**src/rtl/fifo_access_arbiter.sv**
```systemverilog
`default_nettype none
// ============================================================================
// Module   : fifo_access_arbiter
// Purpose  : Shares a single DATA_W x DEPTH FIFO between NUM_REQ producers and
//            one consumer. Producers are served round-robin with a limit on
//            consecutive pushes per grant. Push and pop are never issued in the
//            same cycle, and an internal occupancy count stops a push to a full
//            FIFO or a pop from an empty one.
// Ports    : clk        - clock, rising edge
//            rst        - asynchronous reset, active low
//            en         - arbiter enable, forwarded registered as fifo_en
//            req/wdata  - producer requests and data (slice i = producer i)
//            gnt        - one-hot, combinational: slice taken at this edge
//            pop_req    - consumer wants one word
//            pop_ack    - combinational: pop issued at this edge
//            fifo_en/fifo_push/fifo_pop/fifo_din - registered FIFO controls
//            level      - occupancy count, 0..DEPTH
//            stall_cnt  - stall statistics
// Options  : FIFO_ACCESS_ARB_STATS_EN - when defined, stall_cnt counts cycles
//            with a pending request, en high and no grant (saturating).
//            When undefined, stall_cnt is tied to zero.
// Revision : 1.0 - initial release
// ============================================================================
module fifo_access_arbiter #(
    parameter int NUM_REQ   = 4,
    parameter int DATA_W    = 8,
    parameter int DEPTH     = 16,
    parameter int MAX_BURST = 4
) (
    input  logic                        clk,
    input  logic                        rst,
    input  logic                        en,
    input  logic [NUM_REQ-1:0]          req,
    input  logic [NUM_REQ*DATA_W-1:0]   wdata,
    output logic [NUM_REQ-1:0]          gnt,
    input  logic                        pop_req,
    output logic                        pop_ack,
    output logic                        fifo_en,
    output logic                        fifo_push,
    output logic                        fifo_pop,
    output logic [DATA_W-1:0]           fifo_din,
    output logic [$clog2(DEPTH+1)-1:0]  level,
    output logic [15:0]                 stall_cnt
);

    localparam int c_ptr_w  = (NUM_REQ > 1) ? $clog2(NUM_REQ) : 1;
    localparam int c_scan_w = c_ptr_w + 1;
    localparam int c_lvl_w  = $clog2(DEPTH + 1);
    localparam int c_cnt_w  = $clog2(MAX_BURST + 1);

    typedef enum logic [0:0] {
        ST_IDLE  = 1'b0,
        ST_BURST = 1'b1
    } state_t;

    state_t               state_q, state_d;
    logic [c_ptr_w-1:0]   owner_q, owner_d;
    logic [c_ptr_w-1:0]   rr_ptr_q, rr_ptr_d;
    logic [c_cnt_w-1:0]   burst_cnt_q, burst_cnt_d;
    logic [c_lvl_w-1:0]   level_q, level_d;
    logic                 prio_q, prio_d;       // 0: pop wins next conflict
    logic                 fifo_en_q, fifo_en_d;
    logic                 fifo_push_q, fifo_push_d;
    logic                 fifo_pop_q, fifo_pop_d;
    logic [DATA_W-1:0]    fifo_din_q, fifo_din_d;

    logic [c_scan_w-1:0]  w_scan;
    logic [c_ptr_w-1:0]   w_cand;
    logic                 w_found;
    logic [c_ptr_w-1:0]   w_owner;
    logic                 w_has_owner;
    logic                 w_push_elig;
    logic                 w_pop_elig;
    logic                 w_conflict;
    logic                 w_pop_win;
    logic                 w_push_win;
    logic [c_cnt_w-1:0]   w_cnt_inc;

    function automatic logic [c_ptr_w-1:0] inc_ptr(input logic [c_ptr_w-1:0] p);
        return (p == c_ptr_w'(NUM_REQ - 1)) ? '0 : p + 1'b1;
    endfunction

    // First requester at or after rr_ptr, cyclic.
    always_comb begin
        w_cand  = rr_ptr_q;
        w_found = 1'b0;
        w_scan  = '0;
        for (int k = 0; k < NUM_REQ; k++) begin
            w_scan = {1'b0, rr_ptr_q} + c_scan_w'(k);
            if (w_scan >= c_scan_w'(NUM_REQ)) begin
                w_scan = w_scan - c_scan_w'(NUM_REQ);
            end
            if (!w_found && req[w_scan[c_ptr_w-1:0]]) begin
                w_found = 1'b1;
                w_cand  = w_scan[c_ptr_w-1:0];
            end
        end
    end

    // In IDLE the candidate is granted in the same cycle it is chosen, so a
    // hand-over between owners costs no bubble. Both combinational outputs
    // are gated by rst so they read 0 while reset is held.
    always_comb begin
        w_has_owner = (state_q == ST_BURST) || (en && (|req));
        w_owner     = (state_q == ST_BURST) ? owner_q : w_cand;
        w_push_elig = rst && w_has_owner && req[w_owner] && en &&
                      (level_q < c_lvl_w'(DEPTH));
        w_pop_elig  = rst && pop_req && en && (level_q != '0);
        w_conflict  = w_push_elig && w_pop_elig;
        w_pop_win   = w_pop_elig && (!w_push_elig || !prio_q);
        w_push_win  = w_push_elig && !w_pop_win;
        gnt         = '0;
        if (w_push_win) begin
            gnt[w_owner] = 1'b1;
        end
        pop_ack     = w_pop_win;
        w_cnt_inc   = burst_cnt_q + c_cnt_w'(w_push_win);
    end

    always_comb begin
        state_d     = state_q;
        owner_d     = owner_q;
        rr_ptr_d    = rr_ptr_q;
        burst_cnt_d = burst_cnt_q;
        case (state_q)
            ST_IDLE: begin
                if (en && (|req)) begin
                    if (w_cnt_inc == c_cnt_w'(MAX_BURST)) begin
                        // Single-word burst: done already, stay idle.
                        rr_ptr_d    = inc_ptr(w_cand);
                        burst_cnt_d = '0;
                    end else begin
                        state_d     = ST_BURST;
                        owner_d     = w_cand;
                        burst_cnt_d = w_cnt_inc;
                    end
                end
            end
            ST_BURST: begin
                if (!req[owner_q] || !en || (w_cnt_inc == c_cnt_w'(MAX_BURST))) begin
                    state_d     = ST_IDLE;
                    rr_ptr_d    = inc_ptr(owner_q);
                    burst_cnt_d = '0;
                end else begin
                    burst_cnt_d = w_cnt_inc;
                end
            end
            default: begin
                state_d = ST_IDLE;
            end
        endcase

        level_d     = level_q + c_lvl_w'(w_push_win) - c_lvl_w'(w_pop_win);
        prio_d      = w_conflict ? !prio_q : prio_q;
        fifo_en_d   = en;
        fifo_push_d = w_push_win;
        fifo_pop_d  = w_pop_win;
        fifo_din_d  = w_push_win ? wdata[w_owner*DATA_W +: DATA_W] : fifo_din_q;
    end

    always_ff @(posedge clk or negedge rst) begin
        if (!rst) begin
            state_q     <= ST_IDLE;
            owner_q     <= '0;
            rr_ptr_q    <= '0;
            burst_cnt_q <= '0;
            level_q     <= '0;
            prio_q      <= 1'b0;
            fifo_en_q   <= 1'b0;
            fifo_push_q <= 1'b0;
            fifo_pop_q  <= 1'b0;
            fifo_din_q  <= '0;
        end else begin
            state_q     <= state_d;
            owner_q     <= owner_d;
            rr_ptr_q    <= rr_ptr_d;
            burst_cnt_q <= burst_cnt_d;
            level_q     <= level_d;
            prio_q      <= prio_d;
            fifo_en_q   <= fifo_en_d;
            fifo_push_q <= fifo_push_d;
            fifo_pop_q  <= fifo_pop_d;
            fifo_din_q  <= fifo_din_d;
        end
    end

    assign fifo_en   = fifo_en_q;
    assign fifo_push = fifo_push_q;
    assign fifo_pop  = fifo_pop_q;
    assign fifo_din  = fifo_din_q;
    assign level     = level_q;

`ifdef FIFO_ACCESS_ARB_STATS_EN
    logic [15:0] stall_cnt_q, stall_cnt_d;

    always_comb begin
        stall_cnt_d = stall_cnt_q;
        if ((|req) && en && !(|gnt) && (stall_cnt_q != 16'hFFFF)) begin
            stall_cnt_d = stall_cnt_q + 16'd1;
        end
    end

    always_ff @(posedge clk or negedge rst) begin
        if (!rst) begin
            stall_cnt_q <= '0;
        end else begin
            stall_cnt_q <= stall_cnt_d;
        end
    end

    assign stall_cnt = stall_cnt_q;
`else
    assign stall_cnt = '0;
`endif

endmodule
`default_nettype wire

```
**config.mk**
```make
export PLATFORM = sky130hd
export DESIGN_NAME = fifo_access_arbiter
export DESIGN_NICKNAME = d
export VERILOG_FILES = /design/src/rtl/fifo_access_arbiter.sv
export SDC_FILE = /design/constraint.sdc
export NUM_CORES = 1
export LEC_CHECK = 0
export BUFFER_PORTS_ARGS = -buffer_cell sky130_fd_sc_hd__buf_2
export CAP_MARGIN = 30
export CORE_UTILIZATION = 49
export CTS_CLUSTER_DIAMETER = 120
export DETAILED_ROUTE_END_ITERATION = 8
export PLACE_DENSITY = 0.81
export SYNTH_ARGS = -nofsm -noshare
export SYNTH_HDL_FRONTEND = slang
export SYNTH_SLANG_ARGS = --single-unit
export TNS_END_PERCENT = 1
```
**constraint.sdc**
```tcl
create_clock -name clk -period 3.57 [get_ports clk]
set_input_delay 0.714 -clock clk [delete_from_list [all_inputs] [get_ports clk]]
set_output_delay 0.714 -clock clk [all_outputs]
set_load 0.1 [all_outputs]
```
==> results of run 1 <==
-- metal layers --
layer  vias up  routed length [µm]  share of wire, %
met5         -                   0                 0
met4         0                  18              0.46
met3         2                 276               7.0
met2        65                2060                52
met1       744                1590                40
li1        722                   -                 -
-- state kept, by name, summed over array words and instances, names as in the netlist --
| signal | flops |
|---|---|
| rr_ptr_q | 2 |
| burst_cnt_q | 3 |
| prio_q | 1 |
| fifo_push | 1 |
| owner_q | 2 |
| fifo_pop | 1 |
| fifo_en | 1 |
| fifo_din | 8 |
| level | 5 |
| state_q | 1 |
-- cells in the mapped netlist (5+ instances only) --
library cell / n / area, µm²
a21oi_1: 8 / 40.0
buf_4: 17 / 128
dfrtp_1: 25 / 626
ha_1: 9 / 113
inv_1: 12 / 45.0
mux2_4: 7 / 105
mux4_2: 9 / 203
nand2_1: 7 / 26.3
nor2_1: 11 / 41.3
nor3_1: 5 / 25.0
-- critical path, delay by kind of cell --
family	cells	cell delay, ns
simple gates	1	0.09
compound gates	5	1.01
buf+inv	4	0.95
-- layout make-up --
| class | instances | area, µm² |
|---|---|---|
| repair buffers | 70 | 420 |
| fillers | 320 | 1370 |
| flip-flops and latches | 25 | 626 |
| clock buffers | 3 | 41.3 |
| inverters | 12 | 45.0 |
| clock inverters | 1 | 5.00 |
| multi-input cells | 129 | 1120 |
| well taps | 48 | 60.1 |
-- cells by family (layout without fill, tap and decap cells) --
| kind of cell | after synthesis | in the layout | synth area share, % |
|---|---|---|---|
| multiplexers | 23 | 23 | 20.2 |
| other | 1 | 16 | 0.198 |
| AND/OR/NAND/NOR | 42 | 42 | 12.1 |
| XOR/XNOR | 6 | 6 | 2.77 |
| adder cells (fa/ha/maj) | 10 | 10 | 6.99 |
| AO/OA/AOI/OAI | 32 | 32 | 13.8 |
| flip-flops | 25 | 25 | 33.0 |
| buffers and inverters | 34 | 86 | 11.0 |
-- power by group through the flow --
| stage | Clock [mW] | Sequential (mW) | Combinational (mW) |
|---|---|---|---|
| 5_1_grt | 0.188 | 0.574 | 1.69 |
| 4_1_cts | 0.174 | 0.553 | 1.60 |
| 3_5_place_dp | 0 | 0.559 | 1.59 |
| 3_3_place_gp | 0 | 0.548 | 1.56 |
| 2_1_floorplan | 0 | 1.04 | 0.820 |
| 6_report | 0.167 | 0.553 | 1.59 |
-- how the worst max path moves through the flow --
stage	cells past startpoint	to	slack, ns	startpoint
detailed placement	12	owner_q[1]	0.02	req[2]
CTS	9	gnt[3]	0.07	req[2]
floorplan	6	gnt[0]	-0.31	req[1]
finish	10	pop_ack	0.08	req[0]
global route	10	pop_ack	-0.01	req[0]
global placement	12	owner_q[1]	0.1	req[2]
-- what timing repair did --
action / 4_1_cts / 5_1_grt
buffers inserted: 0 / 1
hold endpoints to repair: 0 / 0
endpoints found under the setup margin: 0 / 3
-- through the flow --
| stage | hold slack (ns) | setup WS, ns | utilization [%] | total power [mW] |
|---|---|---|---|---|
| after global routing | 0.475 | -0.0124 | 62.9 | 2.45 |
| after CTS | 0.452 | 0.0686 | 62.7 | 2.32 |
| after global placement | 0.486 | 0.0975 | 61.5 | 2.11 |
| after floorplan | 0.418 | -0.311 | - | 1.86 |
| after detailed placement | 0.497 | 0.0166 | 61.5 | 2.15 |
| final | 0.444 | 0.0825 | 62.9 | 2.31 |
==> results.json, run 1 <==
{
  "tritoncts": "done",
  "slew_violations": 0,
  "endpoint_kind": "output pin",
  "fmax_mhz": 287,
  "place_inst": 283,
  "finClkSkew_ns": 0.00432,
  "synth-edff-count": 0,
  "grt-busiest-layer": "met2",
  "arrival_ns": 2.77,
  "rrSetupSlack_ns": 0.43,
  "grt.total_usage_pct": 20.4,
  "r2r_end": "owner_q[1]",
  "slowest_delay_ns": 0.44,
  "clockBufferDepth": 2,
  "met2_usage_pct": 38.6,
  "grt_start_max_net_pins": 26,
  "p_int_mw": 1.00,
  "grt_pass1_wl_um": 6620,
  "critPathKind": "input port to output pin",
  "wl_um": 3940,
  "final_cell_mix": "buf_2 (57), dfrtp_1 (25), conb_1 (16), inv_1 (12), nor2_1 (11)",
  "viasPerCell": 5.32,
  "drv_cap": 0,
  "final_nets": 291,
  "path_clk_slew_ns": 0.09,
  "cts.sinks": 25,
  "start_util_pct": 51.5,
  "crit_fanout": 8,
  "netlist_area_mm2": 0.00190,
  "p_leak_nw": 1.15,
  "synthesis.yosys.warnings": 0,
  "grt_pass1_vias": 1521,
  "reg2regPathDepth": 11,
  "cellPowerDensity_mw_per_mm2": 994,
  "synthArstFlopShare_pct": 100,
  "timing.final.crit_share_pct": 97.7,
  "pin_count": 77,
  "clock_latency_ns": 0.26,
  "tns_ns": 0,
  "min_path_type": "input port to async pin",
  "pwr-share-seq_pct": 24.0,
  "worstPathCellList": "buf_2 -> nand2b_1 -> a21oi_1 -> o21ai_0 -> a22oi_1 -> buf_4 -> a31oi_1 -> buf_4 -> a21oi_2 -> buf_2",
  "gp_congestion": 0.889,
  "rows": 22,
  "via_count": 1533,
  "clock_tree.htree_level_count": 1,
  "num_antenna_cells": 0,
  "coreArea_mm2": 0.00369,
  "relSlewSlack_pct": 58.0,
  "cts-root-buf": "clkbuf_8",
  "cts_buffers": 3,
  "antenna_left": 0,
  "status": "finished clean",
  "dp_hpwl_um": 3170,
  "synth_cell_type_count": 45,
  "swShare_pct": 56.6,
  "netSwitchingPower_mw": 1.31,
  "drt_pass1_iterations": 4,
  "grt_overflow": 0,
  "synthCells": 173,
  "critPathLaunchType": "input port",
  "pwr-share-comb_pct": 68.8,
  "synth_seq_area_share_pct": 33.0,
  "setup_violations": 0,
  "worst_pin_slew_ns": 0.629,
  "use_met1_pct": 23.9,
  "cpMaxStageDelayCell": "buf_2",
  "ys_ff_latch": 25,
  "ys.flop_type": "dfrtp_1",
  "layout-drive-gt1-share_pct": 43.3,
  "ir_drop_mv": 0.392,
  "finalNonFillerCells": 288,
  "dieArea_mm2": 0.00413,
  "fin_area_mm2": 0.00232,
  "place_area_mm2": 0.00227,
  "mostFrequentLayoutCell": "buf_2",
  "avgSynthCellArea_um2": 11.0,
  "finalCriticalPeriod_ns": 3.49,
  "chipHeight_um": 64.2,
  "hold_viol": 0,
  "drc": 0,
  "drt_iter0_drc": 65,
  "cts_hold_buf": 0,
  "power_frac_clock_pct": 7.2,
  "avgRoutedWirePerCell_um": 13.7,
  "portBuffers": 60,
  "area_growth_pct": 22.3,
  "cts_resized": 0,
  "fp.dieW_um": 64.2,
  "required_ns": 2.86,
  "antenna_found_initial": 0,
  "use_met3_pct": 3.57,
  "timing.rr.start": "rr_ptr_q[0]"
}
(Power assumes the default switching activity.)
==> run 2, diff against run 1 <==
--- a/config.mk
+++ b/config.mk
@@ -7,10 +7,12 @@
 export LEC_CHECK = 0
 export BUFFER_PORTS_ARGS = -buffer_cell sky130_fd_sc_hd__buf_2
 export CAP_MARGIN = 30
-export CORE_UTILIZATION = 49
+export CELL_PAD_IN_SITES_DETAIL_PLACEMENT = 0
+export CELL_PAD_IN_SITES_GLOBAL_PLACEMENT = 2
+export CORE_UTILIZATION = 29
 export CTS_CLUSTER_DIAMETER = 120
 export DETAILED_ROUTE_END_ITERATION = 8
-export PLACE_DENSITY = 0.81
+export PLACE_DENSITY_LB_ADDON = 0.1
 export SYNTH_ARGS = -nofsm -noshare
 export SYNTH_HDL_FRONTEND = slang
 export SYNTH_SLANG_ARGS = --single-unit
==> run 2 against run 1 <==
Sequential share of layout area is 0.72 points lower. Sequential power hardly changed. Critical path depth is 1 lower. Non-clock buffer count is 2 higher. Largest power group unchanged.
==> results.json, run 2 (synthesis gave the netlist of run 1 again) <==
{
  "final_nets": 293,
  "pin_count": 77,
  "largest_register_ffs": 8,
  "clock_tree.htree_level_count": 1,
  "finClkSkew_ns": 0.00641,
  "area_growth_pct": 25.6,
  "dieArea_mm2": 0.00687,
  "avgRoutedWirePerCell_um": 14.2,
  "grt.total_usage_pct": 14.1,
  "crit_fanout": 11,
  "dp_hpwl_um": 3700,
  "finalCriticalPeriod_ns": 3.43,
  "clockBufferDepth": 2,
  "ir_drop_mv": 0.547,
  "drt_iter0_drc": 26,
  "drt-met1-wl_um": 1930,
  "min_path_type": "input port to async pin",
  "antenna_left": 0,
  "cts.sinks": 25,
  "critPathKind": "input port to output pin",
  "rows": 29,
  "timing.final.crit_share_pct": 96.2,
  "status": "finished clean",
  "arrival_ns": 2.72,
  "total_power_mw": 2.35,
  "place_area_mm2": 0.00232,
  "grt_start_max_net_pins": 26,
  "drv_cap": 0,
  "setup_violations": 0,
  "fmax_mhz": 291,
  "drc": 0,
  "num_antenna_cells": 0,
  "rsz0062_at_grt": "no",
  "final_core_util_pct": 37.6,
  "via_count": 1541,
  "setup_ws_ns": 0.137,
  "chipHeight_um": 82.9,
  "tritoncts": "done",
  "final_cell_mix": "buf_2 (56), dfrtp_1 (25), conb_1 (16), inv_1 (12)",
  "start_util_pct": 29.9,
  "grt_overflow": 0,
  "hold_viol": 0,
  "route.met2.wl_um": 2230,
  "dp_slack_ns": 0.0298,
  "wl_um": 4510,
  "top_layer_used": "met4",
  "portBuffers": 60,
  "cts_hold_buf": 0,
  "viasPerCell": 4.83,
  "coreArea_mm2": 0.00635,
  "worst_pin_slew_ns": 0.529,
  "grt_pass1_wl_um": 7750,
  "required_ns": 2.86,
  "cts_buffers": 3,
  "grt_pass1_vias": 1652,
  "mostFrequentLayoutCell": "buf_2",
  "cts-root-buf": "clkbuf_8",
  "relSlewSlack_pct": 64.3,
  "antenna_found_initial": 0,
  "wl_met3_um": 296,
  "endpoint_kind": "output pin",
  "slew_violations": 0,
  "fp.dieW_um": 82.9,
  "cellPowerDensity_mw_per_mm2": 986,
  "gp_congestion": 0.791,
  "clock_latency_ns": 0.27,
  "critPathLaunchType": "input port",
  "drt_pass1_iterations": 4,
  "path_clk_slew_ns": 0.09,
  "layout-drive-gt1-share_pct": 43.8,
  "fin_area_mm2": 0.00238,
  "p_leak_nw": 1.16
}
-- run 2: routing by layer --
metal,up-vias,global-route usage (%)
met5,-,0
met4,0,4.55
met3,4,3.58
met2,61,24.2
met1,751,17.1
li1,725,-
-- run 2: path summary, 6_finish.rpt --
check | start | to | slack (ns) | cells past startpoint
setup / recovery | req[2] | gnt[2] | 0.14 | 9
hold / removal | rst | rr_ptr_q[0] | 0.45 | 2
setup reg to reg | rr_ptr_q[0] | owner_q[1] | 0.44 | 12
hold reg to reg | fifo_din[3] | fifo_din[3] | 0.52 | 1
max in group asynchronous | rst | fifo_en | 2.86 | 2
min in group clk | fifo_din[3] | fifo_din[3] | 0.52 | 1
-- run 2: repair_timing --
action / CTS / global route
buffers inserted: 0 / 1
setup endpoints to repair: 0 / 3
gates resized for setup: 0 / 3
-- run 2: critical path: stages --
cell     delay [ns]
buf_2          0.14
nor2b_4        0.14
o21a_1         0.20
or4_1          0.47
o21a_1         0.25
a31oi_4        0.22
buf_8          0.18
and3_1         0.22
buf_12         0.19
-- run 2: cell type report --
type                    instances  area, µm²
fillers                       645       3970
multi-input cells             129       1120
flip-flops and latches         25        626
repair buffers                 72        445
well taps                      77       96.3
inverters                      12       45.0
clock buffers                   3       41.3
clock inverters                 1       7.51
-- run 2: power by group --
part	internal (mW)	switching, mW	total, mW
clock network	0.0791	0.0946	0.174
registers	0.401	0.153	0.554
logic	0.543	1.08	1.63
total	1.02	1.33	2.35
-- run 2: through the flow --
step / hold slack (ns) / instances / setup TNS (ns)
after floorplan: 0.418 / 188 / -0.739
after global placement: 0.495 / 314 / 0
after detailed placement: 0.488 / 314 / 0
after CTS: 0.473 / 318 / 0
after global routing: 0.476 / 319 / 0
final: 0.453 / 319 / 0
